## src/rtl/aurora_axi_pkg.sv

```systemverilog
// aurora_axi_pkg: shared widths, FSM encoding and counter sizing for the Aurora RX arbiter
package aurora_axi_pkg;
  localparam int AXIS_DW = 32;
  localparam int AXIS_KW = 4;
  localparam int MAX_CH = 4;
  localparam int IDX_W = 2;
  typedef enum logic {ST_IDLE = 1'b0, ST_XFER = 1'b1} state_e;
  function automatic int tmo_w(input int t);
    return (t > 0) ? $clog2(t + 1) : 1;
  endfunction
endpackage

```

## src/rtl/aurora_rr_pick.sv

```systemverilog
// aurora_rr_pick: rotating priority encoder, first request at or after last+1 wins
module aurora_rr_pick
  import aurora_axi_pkg::*;
#(
  parameter int N = 4
) (
  input  logic [N-1:0]     req,
  input  logic [IDX_W-1:0] last,
  output logic             any,
  output logic [IDX_W-1:0] idx
);
  localparam int W = IDX_W + 1;
  logic [2*N-1:0] dbl;
  logic [N-1:0]   rot;
  logic [W-1:0]   off, sum;
  always_comb begin
    dbl = {req, req} >> ({1'b0, last} + 1'b1);
    rot = dbl[N-1:0];
    any = |req;
    off = '0;
    for (int j = N - 1; j >= 0; j--)
      if (rot[j]) off = W'(j);
    sum = off + {1'b0, last} + 1'b1;
    idx = (sum >= W'(N)) ? IDX_W'(sum - W'(N)) : sum[IDX_W-1:0];
  end
endmodule

```

## src/rtl/aurora_axi_rx_arb.sv

```systemverilog
// aurora_axi_rx_arb: packet-locked round-robin merge of up to 4 Aurora RX AXI streams
module aurora_axi_rx_arb
  import aurora_axi_pkg::*;
#(
  parameter int ETHCOUNT = 4,
  parameter int TIMEOUT  = 1024,
  parameter bit SIM      = 1'b0
) (
  input  logic                        clk,
  input  logic                        rstn,
  output logic [ETHCOUNT-1:0]         axis_s_tready,
  input  logic [ETHCOUNT*AXIS_DW-1:0] axis_s_tdata,
  input  logic [ETHCOUNT*AXIS_KW-1:0] axis_s_tkeep,
  input  logic [ETHCOUNT-1:0]         axis_s_tvalid,
  input  logic [ETHCOUNT-1:0]         axis_s_tlast,
  input  logic                        axis_m_tready,
  output logic [AXIS_DW-1:0]          axis_m_tdata,
  output logic [AXIS_KW-1:0]          axis_m_tkeep,
  output logic                        axis_m_tvalid,
  output logic                        axis_m_tlast,
  output logic [2:0]                  sel,
  output logic                        busy,
  output logic                        err_timeout
);
  localparam int TW = tmo_w(TIMEOUT);
  localparam logic [IDX_W-1:0] LAST_RST = IDX_W'(ETHCOUNT - 1);
  state_e             state_q, state_d;
  logic [IDX_W-1:0]   grant_q, grant_d, last_q, last_d;
  logic [TW-1:0]      tmo_q, tmo_d;
  logic [AXIS_DW-1:0] dat_q, dat_d;
  logic [AXIS_KW-1:0] kep_q, kep_d;
  logic               vld_q, vld_d, lst_q, lst_d, err_q, err_d;
  logic [AXIS_DW-1:0] dat_a [MAX_CH];
  logic [AXIS_KW-1:0] kep_a [MAX_CH];
  logic [MAX_CH-1:0]  vld_x, lst_x, tready_x;
  logic               pick_any, rdy, hs, hs_last, expire;
  logic [IDX_W-1:0]   pick_idx;
  // Pad the source bundle out to MAX_CH so the grant index always has full width
  for (genvar i = 0; i < MAX_CH; i++) begin : g_ch
    if (i < ETHCOUNT) begin : g_on
      assign dat_a[i] = axis_s_tdata[i*AXIS_DW +: AXIS_DW];
      assign kep_a[i] = axis_s_tkeep[i*AXIS_KW +: AXIS_KW];
      assign vld_x[i] = axis_s_tvalid[i];
      assign lst_x[i] = axis_s_tlast[i];
    end else begin : g_off
      assign dat_a[i] = '0;
      assign kep_a[i] = '0;
      assign vld_x[i] = 1'b0;
      assign lst_x[i] = 1'b0;
    end
  end
  aurora_rr_pick #(.N(ETHCOUNT)) u_pick (
    .req (axis_s_tvalid),
    .last(last_q),
    .any (pick_any),
    .idx (pick_idx)
  );
  assign rdy      = (state_q == ST_XFER) && (!vld_q || axis_m_tready);
  assign tready_x = rdy ? (MAX_CH'(1) << grant_q) : '0;
  assign hs       = rdy && vld_x[grant_q];
  assign hs_last  = hs && lst_x[grant_q];
  // A handshake in the expiry cycle wins over the forced release
  assign expire   = (TIMEOUT > 0) && (state_q == ST_XFER) && !hs && (tmo_q == TW'(TIMEOUT - 1));
  always_comb begin
    state_d = state_q;
    grant_d = grant_q;
    last_d  = last_q;
    tmo_d   = tmo_q;
    dat_d   = dat_q;
    kep_d   = kep_q;
    lst_d   = lst_q;
    vld_d   = vld_q;
    err_d   = expire;
    if (hs) begin
      dat_d = dat_a[grant_q];
      kep_d = kep_a[grant_q];
      lst_d = lst_x[grant_q];
      vld_d = 1'b1;
    end else if (axis_m_tready) begin
      vld_d = 1'b0;
    end
    if (state_q == ST_IDLE) begin
      tmo_d = '0;
      if (pick_any) begin
        grant_d = pick_idx;
        state_d = ST_XFER;
      end
    end else if (hs_last || expire) begin
      state_d = ST_IDLE;
      last_d  = grant_q;
      tmo_d   = '0;
    end else if (hs) begin
      tmo_d = '0;
    end else if ((TIMEOUT > 0) && !vld_x[grant_q] && (tmo_q != '1)) begin
      tmo_d = tmo_q + 1'b1;
    end
  end
  always_ff @(posedge clk or negedge rstn) begin
    if (!rstn) begin
      state_q <= ST_IDLE;
      grant_q <= '0;
      last_q  <= LAST_RST;
      tmo_q   <= '0;
      dat_q   <= '0;
      kep_q   <= '0;
      lst_q   <= 1'b0;
      vld_q   <= 1'b0;
      err_q   <= 1'b0;
    end else begin
      state_q <= state_d;
      grant_q <= grant_d;
      last_q  <= last_d;
      tmo_q   <= tmo_d;
      dat_q   <= dat_d;
      kep_q   <= kep_d;
      lst_q   <= lst_d;
      vld_q   <= vld_d;
      err_q   <= err_d;
    end
  end
  assign axis_s_tready = tready_x[ETHCOUNT-1:0];
  assign axis_m_tdata  = dat_q;
  assign axis_m_tkeep  = kep_q;
  assign axis_m_tvalid = vld_q;
  assign axis_m_tlast  = lst_q;
  assign sel           = {1'b0, grant_q};
  assign busy          = (state_q == ST_XFER);
  assign err_timeout   = err_q;
  if (SIM) begin : g_sim
    always @(posedge clk) begin
      if (rstn) begin
        assert ($onehot0(tready_x));
        assert (int'(grant_q) < ETHCOUNT);
        assert (state_q == ST_XFER || tready_x == '0);
      end
    end
  end
endmodule
```

## config.mk

```make
export PLATFORM = sky130hd
export DESIGN_NAME = aurora_axi_rx_arb
export DESIGN_NICKNAME = d
export VERILOG_FILES = /design/src/rtl/aurora_axi_pkg.sv /design/src/rtl/aurora_rr_pick.sv /design/src/rtl/aurora_axi_rx_arb.sv
export SDC_FILE = /design/constraint.sdc
export NUM_CORES = 1
export LEC_CHECK = 0
export CAP_MARGIN = 0
export CORE_MARGIN = 5
export CORE_UTILIZATION = 34
export CTS_CLUSTER_SIZE = 30
export DETAILED_ROUTE_END_ITERATION = 8
export GPL_TIMING_DRIVEN = 0
export PLACE_DENSITY = 0.77
export SKIP_CTS_REPAIR_TIMING = 1
export SYNTH_ARGS = -nofsm -noshare
export SYNTH_HDL_FRONTEND = slang
export SYNTH_SLANG_ARGS = --single-unit
```

## constraint.sdc

```tcl
create_clock -name clk -period 1.8 [get_ports clk]
set_input_delay 0.27 -clock clk [delete_from_list [all_inputs] [get_ports clk]]
set_output_delay 0.27 -clock clk [all_outputs]
set_load 0.01 [all_outputs]
```

### Word level (Yosys, flattened, before mapping)

Index checks and enable logic that the tools add are counted.

| cells by class | value |
|---|---|
| shift-type cells | 2 |
| bitwise gates (word level) | 2 |
| muxes and demuxes | 25 |
| order comparisons | 3 |
| $add $sub $neg | 5 |
| eq/ne operators | 3 |
| div/mod/pow operators | 0 |
| reductions and logical operators | 15 |
| $mul | 0 |

Operators with widths:

| cell | count |
|---|---|
| $bmux W32 S2 | 1 |
| $mux W32 | 2 |
| $mux W11 | 4 |
| $mux W4 | 3 |
| $add A11 B1 Y11 const B | 1 |
| $eq A11 B10 Y1 const B | 1 |
| $ne A11 B11 Y1 const B | 1 |
| $mux W2 | 5 |
| $bmux W4 S2 | 1 |
| $shr A8 B3 Y4 | 1 |
| $mux W1 | 7 |
| $ge A3 B3 Y1 const B | 2 |
| $logic_and A1 B1 Y1 | 6 |
| $bmux W1 S2 | 2 |
| $ne A4 B1 Y1 const B | 1 |
| $reduce_and A2 Y1 | 2 |
| $reduce_or A4 Y1 | 1 |
| $shl A1 B2 Y4 const A | 1 |
| $add A2 B1 Y3 const B | 1 |
| $add A2 B2 Y3 | 1 |
| $add A3 B1 Y3 const B | 1 |
| $logic_not A1 Y1 | 3 |
| $lt A2 B3 Y1 const B | 1 |
| $not A2 Y3 | 1 |
| other kinds (4) | 5 |

| storage, ports and cells | value |
|---|---|
| latch bits | 0 |
| output and inout bits | 47 |
| word-level logic and storage cells | 64 |
| memories | 0 |
| ROM bits | 0 |
| bits in registers | 55 |
| input port bits | 155 |
| RAM bits | 0 |

### Depth between registers and ports, before layout

Gate-level depths: netlist of run 1.

| depth | value |
|---|---|
| depth in word-level cells | 10 |
| gate-level depth with buffers | 8 |
| gate-level depth less buffers | 8 |

### Cells and area by module

From an unflattened synthesis of run 1, not the netlist that was laid out.

| unflattened totals | value |
|---|---|
| cells, all modules | 258 |
| area total of the unflattened synthesis | 3402.0 µm² |

Modules (own cells, without submodules):

| module | cells an instance | sequential area each (µm²) | times used | area an instance (µm²) |
|---|---|---|---|---|
| aurora_axi_rx_arb | 232 | 1378.8 | 1 | 3226.8 |
| aurora_rr_pick | 26 | 0.0 | 1 | 175.2 |

### Worst setup path after synthesis of run 1

No wires, ideal clock.

| path | value |
|---|---|
| path kind | reg2reg |
| start point | reg grant_q[0] |
| end point | reg tmo_q[7] |
| buffers on the path | 2 |
| cell stages (with the launch flop) | 7 |
| period minus slack after synthesis | 2.009 ns |
| setup time | 0.096 ns |
| path slack | -0.209 ns |
| required time | 1.704 ns |
| arrival | 1.912 ns |
| cells stage by stage | dfrtp_1 buf_6 mux4_2 a31o_1 buf_6 or4_1 o31ai_1 |

| between the ends | value |
|---|---|
| longest elaborated chain between the ends | 9 |
| elaborated cells between the ends (all ways) | 16 |
| classes of those cells | eq/ne (1); mux (7); reduce/logical (8) |

Ends and longest elaborated chain:

| element | RTL line | source |
|---|---|---|
| start: declaration | aurora_axi_rx_arb.sv:28 | `logic [IDX_W-1:0] grant_q, grant_d, last_q, last_d;` |
| start signal: assignment | aurora_axi_rx_arb.sv:111 | `grant_q <= grant_d;` |
| $bmux W1 S2 | aurora_axi_rx_arb.sv:60, aurora_axi_rx_arb.sv:94 |  |
| $mux W1 (implied by the code) | aurora_axi_rx_arb.sv:60, aurora_axi_rx_arb.sv:94 |  |
| $logic_and A1 B1 Y1 | aurora_axi_rx_arb.sv:60 | `assign hs = rdy && vld_x[grant_q];` |
| $logic_not A1 Y1 | aurora_axi_rx_arb.sv:63 | `assign expire = (TIMEOUT > 0) && (state_q == ST_XFER) && !hs && (tmo_q == TW'(TIMEOUT - 1));` |
| $logic_and A1 B1 Y1 (2 in a row) | aurora_axi_rx_arb.sv:63 |  |
| $logic_or A1 B1 Y1 | aurora_axi_rx_arb.sv:88 | `end else if (hs_last \|\| expire) begin` |
| $mux W11 | aurora_axi_rx_arb.sv:88 |  |
| $mux W11 | aurora_axi_rx_arb.sv:82 | `if (state_q == ST_IDLE) begin` |
| end signal: assignment | aurora_axi_rx_arb.sv:113 | `tmo_q <= tmo_d;` |
| end: declaration | aurora_axi_rx_arb.sv:29 | `logic [TW-1:0] tmo_q, tmo_d;` |

Parallel ways exist; a longest one is shown, timed or not. The select of a mux whose other input is x is not followed.
A chain may end at the register's enable or synchronous reset.

### Final worst setup path of run 1

| path | value |
|---|---|
| start point | in axis_s_tvalid[0] |
| end point | reg tmo_q[8] |

| between the ends | value |
|---|---|
| longest elaborated chain between the ends | 9 |
| elaborated cells between the ends (all ways) | 14 |
| classes of those cells | eq/ne (1); mux (5); reduce/logical (8) |

Ends and longest elaborated chain:

| element | RTL line | source |
|---|---|---|
| start: declaration | aurora_axi_rx_arb.sv:14 | `input logic [ETHCOUNT-1:0] axis_s_tvalid,` |
| $bmux W1 S2 * | aurora_axi_rx_arb.sv:60, aurora_axi_rx_arb.sv:94 |  |
| $mux W1 (implied by the code) * | aurora_axi_rx_arb.sv:60, aurora_axi_rx_arb.sv:94 |  |
| $logic_and A1 B1 Y1 | aurora_axi_rx_arb.sv:60 |  |
| $logic_not A1 Y1 | aurora_axi_rx_arb.sv:63 |  |
| $logic_and A1 B1 Y1 (2 in a row) | aurora_axi_rx_arb.sv:63 |  |
| $logic_or A1 B1 Y1 | aurora_axi_rx_arb.sv:88 |  |
| $mux W11 | aurora_axi_rx_arb.sv:88 |  |
| $mux W11 | aurora_axi_rx_arb.sv:82 |  |

Every way passes the cells marked *; elsewhere a longest branch is shown, timed or not. The select of a mux whose other input is x is not followed.

==> results of run 1 <==
routing by layer:
| metal | share of wire | vias up | wire, µm |
|---|---|---|---|
| met5 | 0 | - | 0 |
| met4 | 0.0062 | 0 | 70 |
| met3 | 0.089 | 7 | 997 |
| met2 | 0.54 | 125 | 6110 |
| met1 | 0.36 | 1505 | 4040 |
| li1 | - | 1401 | - |
cell type report:
cell class	instances	share of cell area
Timing Repair Buffer	208	0.356
Multi-Input combinational cell	170	0.328
Sequential cell	55	0.239
Tap cell	133	0.0288
Buffer	17	0.0249
Clock buffer	7	0.0167
Inverter	7	0.00542
Clock inverter	1	0.00130
logic make-up after synthesis:
group	synth area share
compound gates	0.0541
xor+xnor	0.00263
buf+inv	0.0342
flops	0.414
fa+ha+maj	0.00751
other cells	0.00113
simple gates	0.0958
mux	0.391
cells in the final DEF, fill, tap and decap left out, drive strengths merged, types with 3 or more instances in the layout:
master         instances
nand2                 13
or4                    5
nand2b                 4
buf                   23
nand3                  8
clkdlybuf4s50        193
o21ai                 11
dfrtp                 53
inv                    7
mux4                  38
nor3                   3
or3                    4
mux2i                  3
nor2                   8
a21oi                  6
nand4                  4
clkbuf                14
o31ai                  3
and4                   3
mux2                  37
where the power goes:
| part | switching, mW | internal (mW) | total (mW) |
|---|---|---|---|
| Sequential | 0.291 | 1.79 | 2.08 |
| Clock | 0.414 | 0.351 | 0.765 |
| Combinational | 2.07 | 3.00 | 5.07 |
stage by stage:
step           area, µm²  TNS, ps
6_report            5780    -7230
3_3_place_gp        5520   -96820
3_5_place_dp        5540   -31730
4_1_cts             5640   -18190
5_1_grt             5780   -10600
2_1_floorplan       3350    -4170
flip-flops by register name (all words and copies together) (netlist names), 2 cells and up:
| signal | cells |
|---|---|
| axis_m_tdata | 32 |
| last_q | 2 |
| tmo_q | 11 |
| grant_q | 2 |
| axis_m_tkeep | 4 |
worst min path at each step:
stage                     slack, ps                           end  cells past startpoint
after floorplan                 -30   axis_m_tdata[0]$_DFFE_PN0P_                      0
final                           -40   axis_m_tdata[5]$_DFFE_PN0P_                      1
after CTS                       -30   axis_m_tdata[5]$_DFFE_PN0P_                      1
after detailed placement        300   axis_m_tkeep[2]$_DFFE_PN0P_                      1
after global placement          460      axis_m_tlast$_DFFE_PN0P_                      1
after global routing              3  axis_m_tdata[17]$_DFFE_PN0P_                      1
worst max-delay path, delay by kind of cell:
kind / cells / cell delay [ps]
buf+inv: 2 / 660
mux: 1 / 570
simple gates: 1 / 410
compound gates: 2 / 340
==> impl_metrics.py, run 1 <==
metrics = {
    "run_status": {
        "status": "finished with violations",
        "violations": "negative hold slack, negative setup slack",
    },
    "sta": {
        "finalHoldViolCount": 23,
        "setup_ws_ps": -214,
        "min_period_over_period": 1.12,
        "worst_pin_slew_ps": 595,
        "drv_slew": 0,
        "setup_violations": 47,
        "slew_headroom": 0.603,
        "hold-worst-slack_ps": -41.3,
        "max_freq_ghz": 0.496,
        "period_minus_slack_ps": 2010,
        "rsz0062_at_grt": "true",
        "skew_ps": 8.81,
    },
    "placement": {
        "gp_congestion": 0.813,
        "io_buffer_count": 200,
        "dpl.cell_count": 583,
        "hpwlAfterDp_mm": 9.27,
        "post-place-ws_ps": -656,
    },
    "setup_path": {
        "required_ps": 2030,
        "crit_arrival_ps": 2250,
        "crit_chain": "clkdlybuf4s50_1, mux4_2, a31o_1, buf_6, or4_1, o21ai_1",
        "cp_slowest_stage_delay_ps": 570,
        "crit_path_start": "axis_s_tvalid[0]",
        "reg2regPathDepth": 6,
        "cpMaxStageDelayCell": "mux4_2",
        "worstSetupPathType": "input pin to flop",
        "crit_path_end": "tmo_q[8]$_DFFE_PN0P_",
        "regToRegSetupSlack_ps": -210,
        "reg2reg_to": "tmo_q[8]$_DFFE_PN0P_",
        "startpoint_type": "input pin",
        "worstSetupEndpointType": "flop",
        "crit-reg2reg-launch": "grant_q[0]$_DFFE_PN0P_",
        "crit_fanout": 10,
    },
    "floorplanning": {
        "core_area_um2": 9680,
        "core.rowCount": 36,
        "die_area_um2": 11900,
        "ios": 202,
        "die_h_um": 109,
        "floorplan.initialDensity": 0.344,
        "die_w_um": 109,
    },
    "global_route": {
        "grt_pass1_vias": 3402,
        "grt-ovfl-total": 0,
        "met1_usage": 0.209,
        "antenna_found_initial": 0,
        "met2_usage": 0.339,
        "grt.busiest_layer": "met2",
        "grt_max_degree": 33,
        "grt_usage": 0.182,
        "grt_pass1_wl_mm": 16.9,
        "use_met3": 0.0468,
    },
    "synth": {
        "yosysMostFrequentCell": "dfrtp_1",
        "synth_top_area_share": 0.398,
        "netlist_instances": 249,
        "syn_area_per_cell_um2": 13.4,
        "yosys.area.top_type": "dfrtp_1",
        "synth_common_cells": "53 x dfrtp_1, 38 x mux4_2, 36 x mux2_2",
        "syn_area_um2": 3330,
        "synth_area_leaders": "dfrtp_1 40%, mux4_2 26%, mux2_2 12%",
        "ys_seq_area_frac": 0.414,
        "synth_nets": 406,
        "ys.flop_type": "dfrtp_1",
        "synth_seq_cells": 55,
        "ys_async_sr_fraction": 1.00,
        "synthDistinctLibCells": 39,
        "synth-edff-count": 0,
        "synth_warnings": 0,
    },
    "drt": {
        "drc_errors": 0,
        "wl_per_cell_um": 18.7,
        "drt_wl_total_mm": 11.2,
        "final_antenna_net_count": 0,
        "viasPerCell": 5.08,
        "drt-pass1-iter-count": 4,
        "drtIter0Drc": 88,
        "vias": 3038,
    },
    "final_layout": {
        "layout-drive-gt1-share": 0.265,
        "final_util": 0.596,
        "multi_input_area_um2": 1900,
        "nets": 621,
        "finalNonFillerCells": 598,
        "area_growth_pct": 73.3,
        "fillers": 800,
        "register_area_um2": 1380,
        "n_antenna_cell": 0,
    },
    "clock_tree": {
        "cts_tree": "built",
        "clk_pin_slew_ps": 100,
        "clock_sinks": 55,
        "clk_latency_ps": 310,
        "root_buffer": "clkbuf_8",
        "cts_buffers": 5,
        "cts_buffer_depth": 2,
        "htree_levels": 2,
    },
    "power": {
        "p_leak_nw": 2.26,
        "ir_drop_mv": 0.710,
        "powerDensity_nw_per_um2": 1370,
        "total_power_mw": 7.92,
    },
    "flow_run": {
        "cap_violations": 0,
    },
    "min_path": {
        "hp-class": "input pin to async pin",
    },
}
(Power assumes the default switching activity.)
==> run 2: changes to the inputs <==
--- a/config.mk
+++ b/config.mk
@@ -11,7 +11,7 @@
 export CTS_CLUSTER_SIZE = 30
 export DETAILED_ROUTE_END_ITERATION = 8
 export GPL_TIMING_DRIVEN = 0
-export PLACE_DENSITY = 0.77
+export PLACE_DENSITY = 0.79
 export SKIP_CTS_REPAIR_TIMING = 1
 export SYNTH_ARGS = -nofsm -noshare
 export SYNTH_HDL_FRONTEND = slang
==> run 2 against run 1 <==
  * The run ends with negative setup slack left
  * Register-to-register slack about the same
  * Critical path depth unchanged
  * Clock power down 17%
  * Worst setup slack gained 6.7 ps
  * Non-clock buffer count is the same
  * Core utilization shrank 0.10 points
  * Hold slack gained 510 ps
  * Die area stayed put
  * Largest cell class unchanged
  * Highest routed layer unchanged
==> impl_metrics.py, run 2 (synthesis results as in run 1) <==
metrics = {
    "run_status": {
        "status": "finished with violations",
        "violations": "negative setup slack",
    },
    "floorplanning": {
        "ios": 202,
        "die_w_um": 109,
        "die_area_um2": 11900,
        "core_area_um2": 9680,
        "core.rowCount": 36,
        "floorplan.initialDensity": 0.344,
        "die_h_um": 109,
    },
    "setup_path": {
        "startpoint_type": "flop",
        "crit_path_end": "tmo_q[7]$_DFFE_PN0P_",
        "reg2reg_to": "tmo_q[7]$_DFFE_PN0P_",
        "cp_slowest_stage_delay_ps": 570,
        "crit_fanout": 9,
        "crit_chain": "buf_6, mux4_2, a31o_1, buf_6, or4_4, o31ai_2",
        "critPathBufInv": 2,
        "worstSetupEndpointType": "flop",
        "path_common_cell": "buf_6",
        "crit_arrival_ps": 2220,
        "regToRegSetupSlack_ps": -210,
        "cp_top_family": "multiplexers",
        "crit_path_start": "grant_q[0]$_DFFE_PN0P_",
        "reg2regPathDepth": 6,
        "cpMaxStageDelayCell": "mux4_2",
        "required_ps": 2010,
        "crit-reg2reg-launch": "grant_q[0]$_DFFE_PN0P_",
        "worstSetupPathType": "flop to flop",
        "cp.depth": 6,
    },
    "drt": {
        "drt_wl_total_mm": 11.1,
        "drc_errors": 0,
        "vias": 3049,
        "drtIter0Drc": 130,
        "drt-pass1-iter-count": 4,
        "final_antenna_net_count": 0,
        "viasPerCell": 5.12,
        "wl_per_cell_um": 18.6,
    },
    "power": {
        "switching_power_mw": 2.71,
        "total_power_mw": 7.75,
        "p_comb_frac": 0.649,
        "internal-power_mw": 5.04,
        "ir_drop_mv": 0.676,
        "powerDensity_nw_per_um2": 1340,
        "p_sw_frac": 0.350,
        "p_clk_frac": 0.082,
        "p_seq_frac": 0.269,
        "p_leak_nw": 2.30,
    },
    "clock_tree": {
        "clock_sinks": 55,
        "htree_levels": 2,
        "cts_buffers": 5,
        "clk_latency_ps": 300,
        "clk_pin_slew_ps": 90,
        "cts_tree": "built",
        "root_buffer": "clkbuf_8",
        "cts_buffer_depth": 2,
    },
    "final_layout": {
        "area_growth_pct": 73.0,
        "layout_commonest_cell": "clkdlybuf4s50_1",
        "fillers": 790,
        "nets": 621,
        "n_antenna_cell": 0,
        "final_cell_mix": "192 x clkdlybuf4s50_1, 53 x dfrtp_1, 38 x mux4_2",
        "layout-drive-gt1-share": 0.259,
        "largest_register_ffs": 32,
    },
    "sta": {
        "finalHoldViolCount": 0,
        "rsz0062_at_grt": "true",
        "worst_pin_slew_ps": 611,
        "tns_ps": -6910,
        "max_freq_ghz": 0.498,
        "min_period_over_period": 1.12,
        "skew_ps": 7.53,
        "setup_violations": 49,
        "drv_slew": 0,
        "setup_ws_ps": -208,
        "hold-worst-slack_ps": 467,
        "period_minus_slack_ps": 2010,
        "slew_headroom": 0.593,
    },
    "global_route": {
        "grt_pass1_vias": 3278,
        "grt_usage": 0.178,
        "grt_pass1_wl_mm": 16.4,
        "antenna_found_initial": 0,
        "grt_max_degree": 36,
        "grt-ovfl-total": 0,
    },
    "placement": {
        "hpwlAfterDp_mm": 9.06,
        "io_buffer_count": 200,
        "gp_congestion": 0.790,
    },
    "flow_run": {
        "cap_violations": 0,
    },
    "min_path": {
        "hp-class": "input pin to async pin",
    },
}
-- run 2: cell types whose count changed in the layout (fill, tap and decap cells not counted), sizes merged --
cell,before,now
clkbuf,14,11
clkdlybuf4s50,193,192
dlymetal6s2s,2,5
buf,23,21
dlygate4sd3,0,1
-- run 2: power groups by stage --
stage	Clock (mW)	Combinational, mW	Sequential [mW]
6_report	0.636	5.03	2.08
5_1_grt	0.714	5.44	2.15
4_1_cts	0.672	4.88	2.09
3_5_place_dp	0	4.86	2.11
3_3_place_gp	0	4.76	2.07
2_1_floorplan	0	2.60	2.30
-- run 2: worst min-delay path by stage --
| stage | start | to | slack, ps | cells past startpoint |
|---|---|---|---|---|
| after detailed placement | rstn | tmo_q[4]$_DFFE_PN0P_ | 270 | 1 |
| after global routing | rstn | tmo_q[3]$_DFFE_PN0P_ | 530 | 2 |
| after floorplan | rstn | axis_m_tdata[0]$_DFFE_PN0P_ | -30 | 0 |
| final | rstn | tmo_q[3]$_DFFE_PN0P_ | 470 | 2 |
| after CTS | rstn | axis_m_tdata[7]$_DFFE_PN0P_ | -60 | 1 |
| after global placement | axis_m_tlast$_DFFE_PN0P_ | axis_m_tlast$_DFFE_PN0P_ | 470 | 1 |
-- run 2: through the flow --
stage          area, µm²  instances  setup WS [ps]  utilization
3_3_place_gp        5520        582          -1320        0.570
6_report            5770        596           -208        0.595
2_1_floorplan       3350        249           -140            -
5_1_grt             5770        596           -265        0.595
4_1_cts             5610        589           -834        0.579
3_5_place_dp        5540        583           -685        0.572
-- run 2: per-layer routing --
layer	GRT usage	part of all wire	up-vias
li1	-	-	1403
met1	0.219	0.38	1500
met2	0.307	0.51	130
met3	0.0438	0.084	16
met4	0.0541	0.021	0
met5	0	0	-
-- run 2: area by class of cell --
type / instances / area [µm²] / share of cell area
clock buffer: 5 / 68.8 / 0.0119
tap: 133 / 166 / 0.0289
timing repair buffer: 208 / 2080 / 0.360
buffer: 17 / 130 / 0.0226
inverter: 7 / 26.3 / 0.00456
sequential: 55 / 1380 / 0.239
clock inverter: 1 / 7.51 / 0.00130
multi-input combinational: 170 / 1910 / 0.331
